<file path="src/rtl/residue_det_pkg.sv">
// ----------------------------------------------------------------------------
// residue_det_pkg
// Shared types and width helpers for the serial residue detector family.
//   state_e      : ACCUM (collecting bits) / HOLD (result pending)
//   residue_rw() : residue register width for a given divisor
//   count_width(): bit-counter width for a given frame width
// ----------------------------------------------------------------------------
package residue_det_pkg;

    typedef enum logic {
        ACCUM = 1'b0,
        HOLD  = 1'b1
    } state_e;

    // A residue is always < divisor, so $clog2(divisor) bits hold it.
    function automatic int unsigned residue_rw(input int unsigned divisor);
        return $clog2(divisor);
    endfunction

    function automatic int unsigned count_width(input int unsigned width);
        return $clog2(width + 1);
    endfunction

endpackage

</file>
<file path="src/rtl/residue_step.sv">
// ----------------------------------------------------------------------------
// residue_step
// One MSB-first residue update: next = (2*res + bit) mod DIVISOR.
// Because res < DIVISOR, 2*res + bit < 2*DIVISOR, so one conditional
// subtract suffices.
// Ports:
//   res_i  in  RW  current residue (< DIVISOR)
//   bit_i  in  1   incoming bit
//   res_o  out RW  updated residue
// ----------------------------------------------------------------------------
module residue_step
    import residue_det_pkg::*;
#(
    parameter  int unsigned DIVISOR = 4,
    localparam int unsigned RW      = residue_rw(DIVISOR)
) (
    input  logic [RW-1:0] res_i,
    input  logic          bit_i,
    output logic [RW-1:0] res_o
);

    localparam logic [RW:0] DIV_T = (RW + 1)'(DIVISOR);

    logic [RW:0] t;

    always_comb begin
        t = {res_i, bit_i};
        if (t >= DIV_T) begin
            res_o = RW'(t - DIV_T);
        end else begin
            res_o = RW'(t);
        end
    end

endmodule

</file>
<file path="src/rtl/residue_detector.sv">
// ----------------------------------------------------------------------------
// residue_detector
// Serial divisibility detector: takes a WIDTH-bit unsigned word one bit per
// cycle (MSB first) and reports whether it is divisible by DIVISOR.
// Optional feature macro: RESIDUE_DET_VALUE_EN adds the out_residue port.
// Ports:
//   clk          in   1   rising-edge clock
//   rst          in   1   synchronous active-high reset
//   in_valid     in   1   in_bit valid this cycle
//   in_bit       in   1   next frame bit, MSB first
//   in_ready     out  1   block accepts a bit (state == ACCUM)
//   in_clr       in   1   abort partial frame (ignored while holding a result)
//   out_valid    out  1   result available
//   out_hit      out  1   frame value mod DIVISOR == 0
//   out_residue  out  RW  final residue (only with RESIDUE_DET_VALUE_EN)
//   out_ready    in   1   consumer takes the result
// ----------------------------------------------------------------------------
module residue_detector
    import residue_det_pkg::*;
#(
    parameter  int unsigned WIDTH   = 5,
    parameter  int unsigned DIVISOR = 4,
    localparam int unsigned RW      = residue_rw(DIVISOR)
) (
    input  logic          clk,
    input  logic          rst,
    input  logic          in_valid,
    input  logic          in_bit,
    output logic          in_ready,
    input  logic          in_clr,
    output logic          out_valid,
    output logic          out_hit,
`ifdef RESIDUE_DET_VALUE_EN
    output logic [RW-1:0] out_residue,
`endif
    input  logic          out_ready
);

    localparam int unsigned   CW   = count_width(WIDTH);
    localparam logic [CW-1:0] LAST = CW'(WIDTH - 1);

    state_e        state_q;
    logic [RW-1:0] res_q;
    logic [RW-1:0] res_d;
    logic [CW-1:0] cnt_q;
    logic          valid_q;
    logic          hit_q;
`ifdef RESIDUE_DET_VALUE_EN
    logic [RW-1:0] resout_q;
`endif

    residue_step #(
        .DIVISOR (DIVISOR)
    ) u_step (
        .res_i (res_q),
        .bit_i (in_bit),
        .res_o (res_d)
    );

    // Depends on state only: no path from in_valid or out_ready.
    assign in_ready  = (state_q == ACCUM);
    assign out_valid = valid_q;
    assign out_hit   = hit_q;
`ifdef RESIDUE_DET_VALUE_EN
    assign out_residue = resout_q;
`endif

    always_ff @(posedge clk) begin
        if (rst) begin
            state_q  <= ACCUM;
            res_q    <= '0;
            cnt_q    <= '0;
            valid_q  <= 1'b0;
            hit_q    <= 1'b0;
`ifdef RESIDUE_DET_VALUE_EN
            resout_q <= '0;
`endif
        end else begin
            case (state_q)
                ACCUM: begin
                    // clr wins: any bit offered alongside it is dropped.
                    if (in_clr) begin
                        res_q <= '0;
                        cnt_q <= '0;
                    end else if (in_valid) begin
                        if (cnt_q == LAST) begin
                            hit_q    <= (res_d == '0);
`ifdef RESIDUE_DET_VALUE_EN
                            resout_q <= res_d;
`endif
                            valid_q  <= 1'b1;
                            state_q  <= HOLD;
                            res_q    <= '0;
                            cnt_q    <= '0;
                        end else begin
                            res_q <= res_d;
                            cnt_q <= cnt_q + CW'(1);
                        end
                    end
                end
                HOLD: begin
                    // Outputs frozen until the consumer takes them.
                    if (out_ready) begin
                        valid_q <= 1'b0;
                        state_q <= ACCUM;
                    end
                end
                default: state_q <= ACCUM;
            endcase
        end
    end

endmodule

</file>
<file path="config.mk">
export PLATFORM = sky130hd
export DESIGN_NAME = residue_detector
export DESIGN_NICKNAME = d
export VERILOG_FILES = /design/src/rtl/residue_det_pkg.sv /design/src/rtl/residue_step.sv /design/src/rtl/residue_detector.sv
export SDC_FILE = /design/constraint.sdc
export NUM_CORES = 1
export LEC_CHECK = 0
export ABC_AREA = 1
export ABC_CLOCK_PERIOD_IN_PS = 1200
export BUFFER_PORTS_ARGS = -buffer_cell sky130_fd_sc_hd__clkbuf_2
export CAP_MARGIN = 20
export CORE_AREA = 2 2 39 41
export CTS_BUF_LIST = sky130_fd_sc_hd__clkbuf_16
export CTS_CLUSTER_SIZE = 30
export DETAILED_ROUTE_END_ITERATION = 10
export DIE_AREA = 0 0 41 43
export HOLD_SLACK_MARGIN = 0.05
export PLACE_DENSITY_LB_ADDON = 0.25
export SYNTH_ARGS = -nofsm -noshare
export SYNTH_HDL_FRONTEND = slang
export SYNTH_SLANG_ARGS = --single-unit
</file>
<file path="constraint.sdc">
create_clock -name clk -period 1.2 [get_ports clk]
set_input_delay 0.36 -clock clk [delete_from_list [all_inputs] [get_ports clk]]
set_output_delay 0.36 -clock clk [all_outputs]
set_load 0.01 [all_outputs]
</file>
Word-level counts from Yosys, hierarchy flattened. Index checks and enable logic that the tools add are counted.

Bits in registers: 8. Bits of input ports: 6. Output and inout bits: 3. Logic and storage cells: 37.

Add/subtract/negate cells: 2. Order comparisons: 1. Eq/ne operators: 5. Multiplexer cells: 17. Bitwise logic cells: 2. Reductions and logical operators: 5.

Operators by type and width (number): $mux 3 (3); $mux 1 (8); $mux 2 (4); $reduce_and 4->1 (2); $ne 2x2->1 const B (3); $pmux 1 s2 (2); $add 3x1->3 const B (1); $eq 3x3->1 const B (1); $ge 3x3->1 const B (1); $logic_not 2->1 (1); $ne 2x1->1 const B (1); $not 1->1 (2); $reduce_and 2->1 (1); $reduce_bool 2->1 (1); $sub 2x1->2 const B (1).

Logic depth before layout (Yosys ltp). Gate-level depths: netlist (run 1).

Depth after elaboration: 5. Gate-level depth with buffers: 7. Mapped depth without buffers: 7.

By module. From an unflattened synthesis (run 1), not the netlist that was laid out.

Cell total of the unflattened synthesis: 63. Area, all modules: 427.9 µm².

By module, submodules not included: residue_detector (times used 1, cells an instance 61, area each 412.9 µm², sequential area each 160.2 µm²); residue_step (times used 1, cells an instance 2, area each 15.0 µm², sequential area each 0.0 µm²).

Worst setup path before layout (run 1). No wires, ideal clock.

Path type: flip-flop to flip-flop. From: register cnt_q[0]. To: register hit_q, in the netlist out_hit. Library setup time: 0.115 ns. Arrival: 0.908 ns. Required time: 1.085 ns. Slack: 0.177 ns. Stages on the path, launching flop included: 7. Path buffers: 0. Period minus slack after synthesis: 1.023 ns. Cells stage by stage: dfxtp_1 -> inv_1 -> ha_1 -> nand2_1 -> nor2_1 -> a21oi_1 -> nor2_1.

Cells in the longest elaborated chain, start to end: 2.

RTL lines: start, declared (line residue_detector.sv:45) `logic [CW-1:0] cnt_q;`; start signal, assigned (line residue_detector.sv:97) `cnt_q <= cnt_q + CW'(1);`; $eq 3x3->1 (line residue_detector.sv:86) `if (cnt_q == LAST) begin`; $reduce_and 4->1 (no line); end signal, assigned (line residue_detector.sv:87) `hit_q <= (res_d == '0);`; end, declared (line residue_detector.sv:47) `logic hit_q;`.

Every way passes these cells. A chain may end at the register's enable or synchronous reset.

Final worst setup path (run 1).
From: register state_q. To: output in_ready.

Cells in the longest elaborated chain, start to end: 1.

RTL lines: start, declared (line residue_detector.sv:42) `state_e state_q;`; start signal, assigned (line residue_detector.sv:70) `state_q <= ACCUM;`; start signal, assigned (line residue_detector.sv:92) `state_q <= HOLD;`; start signal, assigned (line residue_detector.sv:105) `state_q <= ACCUM;`; $not 1->1 (no line); end, declared (line residue_detector.sv:29) `output logic in_ready,`.

Every way passes these cells.

==> flow_summary.ini, run 1 <==
[setup_path]
worstPathBufferInverterCount = 2
cp-start-kind = flip-flop
critical_path.reg2reg.endpoint = cnt_q[1]
cpLargestDelayFamily = flip-flops
crit_required_ns = 0.84
critical_path_peak_fanout = 6
crit_path_top_delay_cell = dfxtp_1
arrival_ns = 0.77
timing.critical_path.to = in_ready
critical_path.cell_chain = inv_2 -> clkbuf_2
rr_startpoint = cnt_q[0]
crit_path_end_kind = output port
critical-path-max-stage-delay_ns = 0.31
reg2reg_slack_ns = 0.14
crit_cells = 2
path_class = reg -> out
r2r.worst_path.cells = 7
startpoint = state_q

[yosys]
synth_area_leaders = dfxtp_1 38%, nand2_1 13%, nor2_1 12%
number_of_instances_in_the_synthesized_netlist = 58
ys_warn_count = 0
synth_nets = 66
synth_area_um2 = 367.9
synth_largest_area_cell = dfxtp_1
synth.yosys.seq_area_share_pct = 38.10
post_synth_num_cell_types = 11
post-synth-top-area-fraction_pct = 38.10
postSynthRegisterBits = 7
synth_area_per_cell_um2 = 6.342

[finish]
layout-area-overhead-vs-synth_pct = 39.12
layout.nets = 79
diodes = 0
drive_above_1_share_pct = 24.29
final_core_utilization_pct = 36.98

[route]
avgViaCountPerCell = 4.140
dr_total_vias = 356
drt_iter0_markers = 11
routed_wire_length_per_instance_um = 8.267
totalWireLength_um = 711
drtAntennaViolNets = 0
drc = 0
drt_pre_antenna_iters = 4

[sta]
final.period_utilization_pct = 94.42
fmax_mhz = 882.6
worst_slew_pin_slew_ns = 0.1450
finalWorstPathRequiredPeriod_ns = 1.133
final-hold-violation-count = 0
timing.max_slew.rel_slack_pct = 90.23
grt_setup_unrepaired = false
total_negative_slack_for_setup_checks_ns = 0
final-max-slew-violation-count = 0
timing.clock.skew_ns = 0.001656
setup_viol = 0

[floorplan]
io_pins = 9
die_h_um = 43
starting_density_of_the_core_pct = 26.58
die-area_um2 = 1763
row_cnt = 14
die_width_um = 41
area_of_the_core_um2 = 1384

[run]
cap_violations = 0

[placement]
globalplace.congestion = 0.7086
portBuffers = 8
dp_hpwl_um = 564.8

[global_route]
grt_remaining_overflow = 0
grt_pass1_wl_um = 1090
grt_pass1_vias = 285
number_of_antenna_violations_at_the_first_check_in_global_routing = 0
grt_start_max_net_pins = 7
grt.total_usage_pct = 10.24

[clock_network]
cts_buffers = 3
clock_insertion_delay_worst_skew_ns = 0.23
cts.htree.levels = 1
path_clk_slew_ns = 0.04
clkSinkCount = 7
clock_tree.root_cell = clkbuf_16
cts_hold_buf = 0
ctsLongestPathBuffers = 2
tritoncts = yes

[hold_path]
hp-class = in -> reg

[pwr]
cell_area_power_density_nw_per_um2 = 1698
worst_ir_drop_on_vdd_v = 0.0005644
fin_total_pwr_uw = 869.1
p_leak_nw = 0.2594

[outcome]
run_status = finished, final reports clean
[kinds of logic after synthesis]
family	share of synthesized area, %
flip-flops	38.09
AO/OA/AOI/OAI	9.523
buffers and inverters	11.22
adder cells (fa/ha/maj)	6.802
AND/OR/NAND/NOR	34.36
[per-layer routing]
metal	track usage [%]	vias up	share of wire, %
met5	0	-	0
met4	12.00	0	3.9
met2	10.94	10	42
li1	-	198	-
met3	6.283	4	6.6
met1	11.90	144	47
[sequential cells by signal, summed over array words and instances (netlist names)]
register,flops
state_q,1
out_valid,1
out_hit,1
res_q,1
cnt_q,3
[cell usage in the layout (no fill, tap or decap)]
master | Yosys | routed
a21oi_1 | 4 | 4
clkbuf_16 | 0 | 3
clkbuf_2 | 0 | 8
dfxtp_1 | 7 | 7
ha_1 | 2 | 2
inv_1 | 10 | 10
inv_2 | 1 | 2
nand2_1 | 13 | 12
nand2_2 | 1 | 2
nand3_1 | 4 | 4
nor2_1 | 12 | 11
nor2_2 | 0 | 1
o21ai_0 | 3 | 3
or2_2 | 1 | 1
[timing repair]
action                     4_1_cts  5_1_grt
gates resized for setup          0        3
setup endpoints to repair        0        6
buffers inserted                 0        0
[Yosys cell counts (all sizes together)]
cell type	instances
a21oi	4
dfxtp	7
ha	2
inv	11
nand2	14
nand3	4
nor2	12
o21ai	3
or2	1
[area by class of cell]
class	count	area [µm²]
Tap cell	16	20.02
Inverter	11	41.29
Multi-Input combinational cell	40	191.4
Timing Repair Buffer	8	40.04
Fill cell	146	872.1
Clock inverter	1	3.754
Sequential cell	7	140.1
Clock buffer	3	75.07
[stage by stage]
stage | cells | worst slack (ns) | instance area, µm² | hold slack (ns)
3_5_place_dp | 82 | 0.09322 | 427.9 | 0.4680
6_report | 86 | 0.06701 | 511.7 | 0.3396
2_1_floorplan | 58 | 0.1767 | 367.9 | 0.4291
5_1_grt | 86 | 0.01316 | 511.7 | 0.3435
3_3_place_gp | 82 | 0.1206 | 427.9 | 0.4581
4_1_cts | 86 | 0.0001351 | 506.7 | 0.3368
[power breakdown]
part | leakage (nW) | total, mW | switching [mW] | internal [mW]
Clock | 0.0423 | 0.564 | 0.130 | 0.434
Sequential | 0.0569 | 0.245 | 0.00435 | 0.241
Combinational | 0.160 | 0.0601 | 0.0351 | 0.0250
[worst min-delay path by stage]
| stage | from | end | slack [ns] | cells past startpoint |
|---|---|---|---|---|
| final | rst | out_valid | 0.34 | 2 |
| after floorplan | rst | out_valid | 0.43 | 1 |
| after CTS | rst | out_valid | 0.34 | 2 |
| after global placement | state_q | state_q | 0.46 | 2 |
| after detailed placement | state_q | state_q | 0.47 | 2 |
| after global routing | rst | out_valid | 0.34 | 2 |
(Power assumes the default switching activity.)
==> inputs of run 2 (changes only) <==
Settings changed: CORE_AREA 2 2 39 41 to 5 5 42 44, CTS_CLUSTER_DIAMETER from default to 120, DIE_AREA 0 0 41 43 to 0 0 47 49.
==> flow_summary.ini, run 2 (synthesis gave the netlist of run 1 again) <==
[route]
drtAntennaViolNets = 0
drt_pre_antenna_iters = 4
totalWireLength_um = 733
avgViaCountPerCell = 4.209
routed_wire_length_per_instance_um = 8.523
drc = 0
drt_iter0_markers = 8
dr_total_vias = 362

[finish]
layout-area-overhead-vs-synth_pct = 38.44
diodes = 0
layout.nets = 79
final_cell_mix = 12 x nand2_1, 12 x nor2_1, 10 x inv_1, 8 x clkbuf_2, 7 x dfxtp_1
largest_register_ffs = 3
finalNonFillerCells = 86
max_flop_register = cnt_q
drive_above_1_share_pct = 22.86
final_core_utilization_pct = 36.34

[floorplan]
io_pins = 9
die-area_um2 = 2303
area_of_the_core_um2 = 1401
die_h_um = 49
die_width_um = 47
starting_density_of_the_core_pct = 26.25
row_cnt = 14

[outcome]
run_status = finished, final reports clean

[setup_path]
crit_path_top_delay_cell = dfxtp_1
crit_path_end_kind = output port
critical_path_peak_fanout = 6
path_class = reg -> out
arrival_ns = 0.76
cp-start-kind = flip-flop
critical-path-max-stage-delay_ns = 0.30
critical_path.cell_chain = inv_2 -> clkbuf_2
crit_required_ns = 0.84

[run]
cap_violations = 0

[clock_network]
cts.htree.levels = 1
path_clk_slew_ns = 0.03
ctsLongestPathBuffers = 2
clock_tree.root_cell = clkbuf_16
clock_insertion_delay_worst_skew_ns = 0.23
postCtsSetupRepairBufs = 0
cts_hold_buf = 0
clkSinkCount = 7
ctsResizeCount = 0
tritoncts = yes
cts_buffers = 3

[hold_path]
hp-class = in -> reg

[global_route]
grt_start_max_net_pins = 7
grt_pass1_vias = 320
number_of_antenna_violations_at_the_first_check_in_global_routing = 0
grt_remaining_overflow = 0
grt.total_usage_pct = 7.687
grt_pass1_wl_um = 1255

[sta]
final-max-slew-violation-count = 0
final-hold-violation-count = 0
timing.clock.skew_ns = 0.002080
post-route-worst-setup-slack_ns = 0.07841
fmax_mhz = 891.6
worst_slew_pin_slew_ns = 0.1818
final.period_utilization_pct = 93.47
timing.max_slew.rel_slack_pct = 87.83
grt_setup_unrepaired = false
finalWorstPathRequiredPeriod_ns = 1.122
setup_viol = 0
worst_hold_slack_ns = 0.3411
total_negative_slack_for_setup_checks_ns = 0

[placement]
globalplace.congestion = 0.7871
post-place-ws_ns = 0.08198
dp_hpwl_um = 578.7
placed_cells = 82
portBuffers = 8

[pwr]
cell_area_power_density_nw_per_um2 = 1687
worst_ir_drop_on_vdd_v = 0.0009283
p_leak_nw = 0.2597
-- run 2: cell types whose count changed in the layout (fill, tap and decap cells not counted) --
cell	change
nor2_1	+1
nor2_2	-1
-- run 2: area by class of cell --
class / instances / area [µm²]
fillers: 155 / 892.1
multi-input cells: 40 / 188.9
flip-flops and latches: 7 / 140.1
clock buffers: 3 / 75.07
inverters: 11 / 41.29
repair buffers: 8 / 40.04
well taps: 16 / 20.02
clock inverters: 1 / 3.754
-- run 2: final timing paths --
check        slack [ns]  cells after the start      start        end
max                0.08                      2    state_q   in_ready
min                0.34                      2        rst    state_q
max reg2reg        0.11                      7   cnt_q[0]    out_hit
min reg2reg        0.47                      2  out_valid  out_valid
-- run 2: through the flow --
| stage | area, µm² | total power, mW |
|---|---|---|
| 2_1_floorplan | 367.9 | 0.2878 |
| 3_5_place_dp | 427.9 | 0.3083 |
| 6_report | 509.2 | 0.8589 |
| 4_1_cts | 506.7 | 0.8661 |
| 5_1_grt | 509.2 | 0.8918 |
| 3_3_place_gp | 427.9 | 0.3086 |
-- run 2: power by group --
part | switching [mW] | internal [mW]
combinational | 0.0356 | 0.0248
clock | 0.120 | 0.433
sequential | 0.00438 | 0.241
-- run 2: routing by layer --
layer  vias up  share of wire, %  global-route usage, %
met5         -                 0                      0
met4         0               4.0                  6.912
met3         5               4.6                  2.952
met2         7                44                  10.18
met1       151                47                  9.051
li1        199                 -                      -
-- run 2: critical path: cells and delay by family (launching register included) --
kind	cells	cell delay, ns
buf+inv	2	0.23
flops	1	0.30
==> inputs of run 3 (changes only) <==
Settings changed: GPL_TIMING_DRIVEN from default to 0, RECOVER_POWER from default to 25.
==> flow_summary.ini, run 3 (synthesis gave the netlist of run 1 again) <==
[outcome]
run_status = finished, final reports clean

[global_route]
number_of_antenna_violations_at_the_first_check_in_global_routing = 0
grt_pass1_vias = 353
grt.total_usage_pct = 8.251
grt_start_max_net_pins = 7
grt_pass1_wl_um = 1345
grt_remaining_overflow = 0

[setup_path]
critical_path.cell_chain = inv_2 -> clkbuf_2
r2r.worst_path.cells = 7
crit_path_end_kind = output port
worstPathBufferInverterCount = 2
cp-start-kind = flip-flop
crit_cells = 2
arrival_ns = 0.77
cpLargestDelayFamily = flip-flops
crit_path_top_delay_cell = dfxtp_1
critical-path-max-stage-delay_ns = 0.31
crit_required_ns = 0.84
critical_path_peak_fanout = 6
path_class = reg -> out

[route]
drt_iter0_markers = 8
avgViaCountPerCell = 4.302
drtAntennaViolNets = 0
routed_wire_length_per_instance_um = 8.628
totalWireLength_um = 742
dr_total_vias = 370
drt_pre_antenna_iters = 4
drc = 0

[sta]
grt_setup_unrepaired = false
final.period_utilization_pct = 93.97
timing.max_slew.rel_slack_pct = 89.46
finalWorstPathRequiredPeriod_ns = 1.128
final-max-slew-violation-count = 0
total_negative_slack_for_setup_checks_ns = 0
timing.clock.skew_ns = 0.002358
final-hold-violation-count = 0
fmax_mhz = 886.9
worst_slew_pin_slew_ns = 0.1565
setup_viol = 0

[hold_path]
min_delay_path_depth = 2
hp-class = in -> reg

[finish]
layout.nets = 79
layout_commonest_cell = nand2_1
final_cell_mix = 12 x nand2_1, 11 x nor2_1, 10 x inv_1, 7 x dfxtp_1, 7 x clkbuf_2
layout-area-overhead-vs-synth_pct = 38.78
final_design_area_no_fill_um2 = 510.5
multiInputGateArea_um2 = 191.4
diodes = 0
max_flop_register = cnt_q
seq_area_um2 = 140.1
drive_above_1_share_pct = 22.86
largest_register_ffs = 3
final_core_utilization_pct = 36.43
finalNonFillerCells = 86
final.fill_count = 158

[pwr]
pwr-share-comb_pct = 6.9
power.share.clock_pct = 64.6
switching_share_pct = 18.88
power.share.sequential_pct = 28.5
p_sw_uw = 162.7
power.internal_uw = 698.9
worst_ir_drop_on_vdd_v = 0.0006409
cell_area_power_density_nw_per_um2 = 1688
p_leak_nw = 0.2559

[floorplan]
die_h_um = 49
io_pins = 9
row_cnt = 14
die_width_um = 47
starting_density_of_the_core_pct = 26.25
die-area_um2 = 2303
area_of_the_core_um2 = 1401

[clock_network]
path_clk_slew_ns = 0.03
cts.htree.levels = 1
postCtsSetupRepairBufs = 0
cts_hold_buf = 0
clkSinkCount = 7
ctsLongestPathBuffers = 2
clock_tree.root_cell = clkbuf_16
clock_insertion_delay_worst_skew_ns = 0.23
tritoncts = yes
cts_buffers = 3
ctsResizeCount = 0

[placement]
placed_inst_area_um2 = 427.9
placed_cells = 82
globalplace.congestion = 0.7841
dp_hpwl_um = 587
portBuffers = 8

[run]
cap_violations = 0
==> run 3: cell counts in the layout (fill, tap and decap cells not counted) <==
Identical to the previous run, type by type.
==> run 3: layer usage <==
layer	wire length (µm)	vias up	share of wire, %	track usage (%)
met5	0	-	0	0
met4	23	0	3.1	6.912
met3	50	4	6.7	3.321
met2	310	10	42	10.86
met1	358	157	48	9.934
li1	-	199	-	-
==> run 3: area by class of cell <==
| type | instances | share of cell area [%] |
|---|---|---|
| Multi-Input combinational cell | 40 | 37.50 |
| Sequential cell | 7 | 27.45 |
| Clock buffer | 3 | 14.71 |
| Inverter | 11 | 8.088 |
| Timing Repair Buffer | 8 | 7.598 |
| Tap cell | 16 | 3.922 |
| Clock inverter | 1 | 0.7353 |
==> run 3: through the flow <==
step           power [mW]  hold slack (ns)  setup slack [ns]
2_1_floorplan      0.2878           0.4291            0.1767
3_3_place_gp       0.3080           0.4566           0.06791
3_5_place_dp       0.3081           0.4558           0.06073
4_1_cts            0.8737           0.3437          0.002331
5_1_grt            0.9033           0.3549          0.001189
6_report           0.8616           0.3442           0.07242
==> run 3: worst paths after layout <==
check	to	startpoint	slack, ns
setup / recovery	in_ready	state_q	0.07
hold / removal	state_q	rst	0.34
setup reg to reg	res_q[0]	cnt_q[0]	0.11
hold reg to reg	state_q	state_q	0.47
==> run 3: power by group through the flow <==
stage | Combinational [mW] | Clock [mW] | Sequential, mW
2_1_floorplan | 0.0397 | 0 | 0.248
3_3_place_gp | 0.0588 | 0 | 0.249
3_5_place_dp | 0.0589 | 0 | 0.249
4_1_cts | 0.0592 | 0.569 | 0.246
5_1_grt | 0.0719 | 0.585 | 0.246
6_report | 0.0594 | 0.556 | 0.246
